File: src/rtl/uart_cmd_parser.sv
// Frame parser for SYNC/ADDR/DATA/CHK byte streams from a UART receiver.
// Valid frames write a 4x8 register file; bad or timed-out frames bump a saturating error count.
module uart_cmd_parser #(
    parameter int          TIMEOUT_CLKS = 50000,
    parameter logic [7:0]  SYNC_BYTE    = 8'hA5
) (
    input  logic        clk_50M,
    input  logic        rst_n,
    input  logic        i_rx_dv,
    input  logic [7:0]  i_rx_byte,
    output logic [3:0]  o_leds,
    output logic        o_auto_mode,
    output logic [7:0]  o_reg1,
    output logic        o_wr_strobe,
    output logic [1:0]  o_wr_addr,
    output logic [7:0]  o_wr_data,
    output logic        o_err_pulse,
    output logic [7:0]  o_err_cnt
);

    localparam int CNT_W = (TIMEOUT_CLKS > 2) ? $clog2(TIMEOUT_CLKS) : 1;
    localparam logic [CNT_W-1:0] TO_LAST = CNT_W'(TIMEOUT_CLKS - 1);

    typedef enum logic [1:0] {
        IDLE,
        GET_ADDR,
        GET_DATA,
        GET_CHK
    } state_t;

    state_t            r_state;
    logic [7:0]        r_addr;
    logic [7:0]        r_data;
    logic [CNT_W-1:0]  r_to_cnt;

    logic [7:0]        w_chk_exp;
    logic              w_frame_ok;
    logic              w_timeout;

    assign w_chk_exp  = SYNC_BYTE ^ r_addr ^ r_data;
    assign w_frame_ok = (i_rx_byte == w_chk_exp) && (r_addr[7:2] == 6'd0);
    // A byte arriving on the expiry cycle takes priority over the timeout.
    assign w_timeout  = (r_state != IDLE) && !i_rx_dv && (r_to_cnt == TO_LAST);

    // reg0[6:4], reg2 and reg3 have no readers; their written value is visible only on o_wr_data.
    always_ff @(posedge clk_50M or negedge rst_n) begin
        if (!rst_n) begin
            r_state     <= IDLE;
            r_addr      <= 8'd0;
            r_data      <= 8'd0;
            r_to_cnt    <= '0;
            o_leds      <= 4'd0;
            o_auto_mode <= 1'b0;
            o_reg1      <= 8'd0;
            o_wr_strobe <= 1'b0;
            o_wr_addr   <= 2'd0;
            o_wr_data   <= 8'd0;
            o_err_pulse <= 1'b0;
            o_err_cnt   <= 8'd0;
        end else begin
            o_wr_strobe <= 1'b0;
            o_err_pulse <= 1'b0;

            if (i_rx_dv || r_state == IDLE || w_timeout) begin
                r_to_cnt <= '0;
            end else begin
                r_to_cnt <= r_to_cnt + 1'b1;
            end

            if (w_timeout) begin
                r_state     <= IDLE;
                o_err_pulse <= 1'b1;
                if (o_err_cnt != 8'hFF) begin
                    o_err_cnt <= o_err_cnt + 8'd1;
                end
            end else if (i_rx_dv) begin
                case (r_state)
                    IDLE: begin
                        if (i_rx_byte == SYNC_BYTE) begin
                            r_state <= GET_ADDR;
                        end
                    end
                    GET_ADDR: begin
                        r_addr  <= i_rx_byte;
                        r_state <= GET_DATA;
                    end
                    GET_DATA: begin
                        r_data  <= i_rx_byte;
                        r_state <= GET_CHK;
                    end
                    GET_CHK: begin
                        r_state <= IDLE;
                        if (w_frame_ok) begin
                            o_wr_strobe <= 1'b1;
                            o_wr_addr   <= r_addr[1:0];
                            o_wr_data   <= r_data;
                            case (r_addr[1:0])
                                2'd0: begin
                                    o_leds      <= r_data[3:0];
                                    o_auto_mode <= r_data[7];
                                end
                                2'd1:    o_reg1 <= r_data;
                                default: ;
                            endcase
                        end else begin
                            o_err_pulse <= 1'b1;
                            if (o_err_cnt != 8'hFF) begin
                                o_err_cnt <= o_err_cnt + 8'd1;
                            end
                        end
                    end
                    default: r_state <= IDLE;
                endcase
            end
        end
    end

endmodule

File: config.mk
export PLATFORM = sky130hd
export DESIGN_NAME = uart_cmd_parser
export DESIGN_NICKNAME = d
export VERILOG_FILES = /design/src/rtl/uart_cmd_parser.sv
export SDC_FILE = /design/constraint.sdc
export NUM_CORES = 1
export LEC_CHECK = 0
export CAP_MARGIN = 25
export CORE_ASPECT_RATIO = 0.75
export CORE_MARGIN = 10
export CORE_UTILIZATION = 50
export CTS_BUF_LIST = sky130_fd_sc_hd__clkbuf_8
export DETAILED_ROUTE_END_ITERATION = 6
export PLACE_DENSITY = 0.74
export SYNTH_ARGS = -nofsm -noshare
export SYNTH_HDL_FRONTEND = slang
export SYNTH_SLANG_ARGS = --single-unit
File: constraint.sdc
create_clock -name clk_50M -period 2.84 [get_ports clk_50M]
set_input_delay 0.568 -clock clk_50M [delete_from_list [all_inputs] [get_ports clk_50M]]
set_output_delay 0.568 -clock clk_50M [all_outputs]
set_load 0.005 [all_outputs]
* Word level (Yosys, flattened, before mapping)
Index checks and enable logic that the tools add are counted.
** Storage, ports and cells
- Output and inout bits :: 33
- Register bits :: 67
- Logic and storage cells :: 64
- Input port bits :: 11
** Operators by class
- Muxes and demuxes :: 18
- Reduce and logical (&&, ||, !) cells :: 19
- Add/sub/neg operators :: 2
- Bitwise logic cells :: 3
- Eq/ne operators :: 10
** Operator list (count)
- $mux W8 :: 5
- $add A16 B1 Y16 const B :: 1
- $eq A16 B16 Y1 const B :: 1
- $mux W16 :: 1
- $reduce_and A5 Y1 :: 2
- $reduce_and A3 Y1 :: 3
- $add A8 B1 Y8 const B :: 1
- $eq A8 B8 Y1 :: 1
- $eq A8 B8 Y1 const B :: 1
- $mux W1 :: 8
- $ne A8 B8 Y1 const B :: 1
- $pmux W2 S4 :: 1
- $xor A8 B8 Y8 :: 1
- $logic_not A6 Y1 :: 1
- $mux W2 :: 3
- $reduce_bool A2 Y1 :: 3
- $eq A2 B1 Y1 const B :: 2
- $eq A2 B2 Y1 const B :: 2
- $logic_not A2 Y1 :: 2
- $not A4 Y4 :: 1
- $reduce_and A4 Y1 :: 1
- $logic_and A1 B1 Y1 :: 3
- $ne A3 B2 Y1 const B :: 1
- $logic_or A1 B1 Y1 :: 2
- other kinds (4) :: 4

* Depth between registers and ports, before layout
- Depth after elaboration :: 8
- Depth in mapped cells :: 6
- Depth with buffers taken out :: 6

* Least setup slack after synthesis
No wires, ideal clock.
- Path type :: reg2reg
- Start :: reg r_data[0]
- End :: reg o_auto_mode
- Buffers on the path :: 1
- Cell stages (with the launch flop) :: 7
- Path slack :: 506 ps
- Library setup time :: 125 ps
- Data arrival time :: 2208 ps
- Cell sequence :: dfrtp_1 xor3_1 nand2_1 or4_4 or4_1 buf_6 mux2_4
** Between the ends
- Longest elaborated chain between the ends :: 4
** RTL lines
- start: declaration :: RTL line 33 : logic [7:0] r_data;
- start signal: assignment :: RTL line 88 : r_data <= i_rx_byte;
- $xor A8 B8 Y8 :: RTL line 40 : assign w_chk_exp = SYNC_BYTE ^ r_addr ^ r_data;
- $eq A8 B8 Y1 :: RTL line 41 : assign w_frame_ok = (i_rx_byte == w_chk_exp) && (r_addr[7:2] == 6'd0);
- $logic_and A1 B1 Y1 :: RTL line 41
- $reduce_and A5 Y1 (no line)
- end signal: assignment :: RTL line 100 : o_auto_mode <= r_data[7];
- end: declaration :: RTL line 12 : output logic o_auto_mode,
No other way between the ends.
A chain may end at the register's enable or synchronous reset.

* Worst setup path after layout
- Start :: in i_rx_byte[5]
- End :: reg o_reg1[7]
** Between the ends
- Longest elaborated chain between the ends :: 3
** RTL lines
- start: declaration :: RTL line 10 : input logic [7:0] i_rx_byte,
- $eq A8 B8 Y1 :: RTL line 41
- $logic_and A1 B1 Y1 :: RTL line 41
- $reduce_and A5 Y1 (no line)
- end signal: assignment :: RTL line 102 : 2'd1: o_reg1 <= r_data;
- end: declaration :: RTL line 13 : output logic [7:0] o_reg1,
No other way between the ends.

==> metrics <==
status finished, final reports clean; Hold Buf Count CTS 0; Layout Skew 0.00940 ns; Non-Filler Instances 386; Leak Pwr 1.80 nW; Slew Limit Fails 0; first-pass GRT wire length 10500 um; sequential cell area fraction in the yosys report 54.5%; Area contributors post-synth dfrtp_1, mux2_2, xnor2_1, ha_1, mux2_4; Net Sw Power 807 uW; worst skew pair latency 0.34 ns; Req. time, crit path 3.06 ns; vias in the first global route 2131; Synth Instances 236; Total Routing Usage GR 13.2%; terminus of the critical flop-to-flop path o_reg1[7]$_DFFE_PN0P_; clk slew on worst S/H paths 0.07 ns; Worst Max-Slew Pin Slew 0.630 ns; Antenna diodes 0; maximum number of pins on one net before global-route repair 41; Cell Area, Synth 0.00308 mm2; PnR Total Power 3.03 mW; CP startpoint kind input pin; critical path fanouts, max 5; first-pass iteration count of the detailed router 4; r2r setup slk 0.38 ns; io pins 44; Max Root-Sink Buffers 2; fin util 67.5%; synth warn 0; # clock sinks 67; Reg2Reg Depth 7; Die ar. 0.00972 mm2; CTS Buf Count 9; clock power share 33.0%; grt ovf 0; Sw Ratio 26.7%; ratio of cells with drive above 1 in the final layout 26.3%; Final HPWL DP 4450 um; Post-CTS Setup Inserts 0; # H-tree levels 3; final worst path period share 91.1%; RSZ-0062 raised after global routing false; number of vias per cell 5.25; post-synthesis cell type count 38; Internal Power 2.22 mW; global placement routability congestion 0.741; die height 87.9 um; Fin Hold WS 0.241 ns; worst reg2reg startpoint r_data[5]$_DFFE_PN0P_; number of synthesized flops with an enable pin 0; WL per Instance 15.8 um; synthesized net count 254; Rows 24; nets 321; min-delay worst type input pin to asynchronous set/reset pin; Finish-stage setup viols 0; Setup crit end kind register; Horiz. Die Dim 111 um; Sequential Power Share 43.3%; drt initial violations 63; CTS tree built; # DRC 0; Slew Limit Headroom 58.0%; combinational power share 23.7%; top-count cell post-synth dfrtp_1; power per cell area 762 mW/mm2; Post-Place Cells 370; WS Path Type input pin to register; Commonest cells post-synth dfrtp_1, mux2_2, nand2_1; ys async rst share 100%; vias post-DR 2027; Max Cap Viol 0; IO Port Bufs 43; worst vdd ir 0.488 mV; area leader, netlist dfrtp_1; syn_area_per_cell 13.0 um2; Yosys top cell area share 54.5%; Core Area 0.00589 mm2; DRT antenna net count 0; Max Clk Rate 0.387 GHz; Detailed Route WL 6110 um; initial antenna violation count 0; P&R area growth vs syn 29.3%; Final Hold Vio Count 0; Final Critical Period 2.59 ns; Initial Utilization 52.3%; clk root buf clkbuf_8; post-CTS sizing 0; Synth Flop Type dfrtp_1; Worst Path Arrival 2.81 ns; Yosys reg bits 67
[state kept, by name, indices dropped and copies added, names as in the netlist, 4 cells and up]
register,count
o_reg1,8
r_data,8
o_wr_data,8
o_err_cnt,8
r_to_cnt,16
o_leds,4
r_addr,8
[logic make-up (layout without fill, tap and decap cells)]
group           after synthesis  count (layout)  synth area share (%)
flops                        67              67                  54.5
simple gates                 67              67                  12.4
xor+xnor                     22              22                  8.14
buf+inv                       9              81                  1.38
fa+ha+maj                     7               7                  2.85
mux                          43              43                  16.4
compound gates               21              21                  4.35
[worst max-delay path, stage by stage]
cell and delay, ns:
clkdlybuf4s50_1 0.53, xor3_1 0.19, nand2_1 0.08, or4_4 0.54, buf_4 0.15, nor4b_4 0.23
buf_4 0.20, mux2_2 0.33
[how the worst max path moves through the flow]
| stage | startpoint | endpoint | cells after the start |
|---|---|---|---|
| final | i_rx_byte[5] | o_reg1[7]$_DFFE_PN0P_ | 8 |
| after global routing | i_rx_byte[5] | o_reg1[2]$_DFFE_PN0P_ | 8 |
| after CTS | i_rx_byte[5] | o_reg1[7]$_DFFE_PN0P_ | 8 |
| after detailed placement | i_rx_byte[5] | o_reg1[5]$_DFFE_PN0P_ | 8 |
| after global placement | i_rx_byte[5] | o_reg1[4]$_DFFE_PN0P_ | 8 |
| after floorplan | r_data[0]$_DFFE_PN0P_ | o_auto_mode$_DFFE_PN0P_ | 6 |
[cell type report]
class,count,area (um2)
flip-flops and latches,67,1680
clock buffers,12,165
repair buffers,60,566
well taps,78,97.6
fillers,449,1910
inverters,5,18.8
multi-input cells,160,1360
clock inverters,4,95.1
[stage by stage]
| stage | instance area (um2) | TNS, ns | worst slack [ns] |
|---|---|---|---|
| after floorplan | 3080 | 0 | 0.506 |
| after global placement | 3710 | -0.689 | -0.0597 |
| after detailed placement | 3710 | -1.00 | -0.100 |
| after CTS | 3980 | 0 | 0.248 |
| after global routing | 3980 | 0 | 0.160 |
| final | 3980 | 0 | 0.253 |
[routing by layer]
layer / track usage (%) / part of all wire, % / vias up
li1: - / - / 976
met1: 17.0 / 49 / 999
met2: 19.4 / 44 / 47
met3: 6.56 / 6.4 / 5
met4: 3.18 / 0.90 / 0
met5: 0 / 0 / -
[power groups by stage]
stage	clock, mW	combinational [mW]	sequential (mW)
global placement	0	0.711	1.33
finish	0.998	0.717	1.31
floorplan	0	0.494	1.28
CTS	1.02	0.728	1.31
detailed placement	0	0.720	1.33
global route	1.06	0.803	1.35
[cells in the final DEF (no fill, tap or decap), drive strengths merged, types with 7 or more instances in the layout]
cell	synthesis	final
dfrtp	67	67
mux2	43	43
clkdlybuf4s50	0	42
buf	2	18
nand2	16	16
nor2	15	15
xnor2	12	12
clkbuf	2	12
o21ai	9	9
ha	7	7
Note: power is estimated with default switching activity, not from simulation.
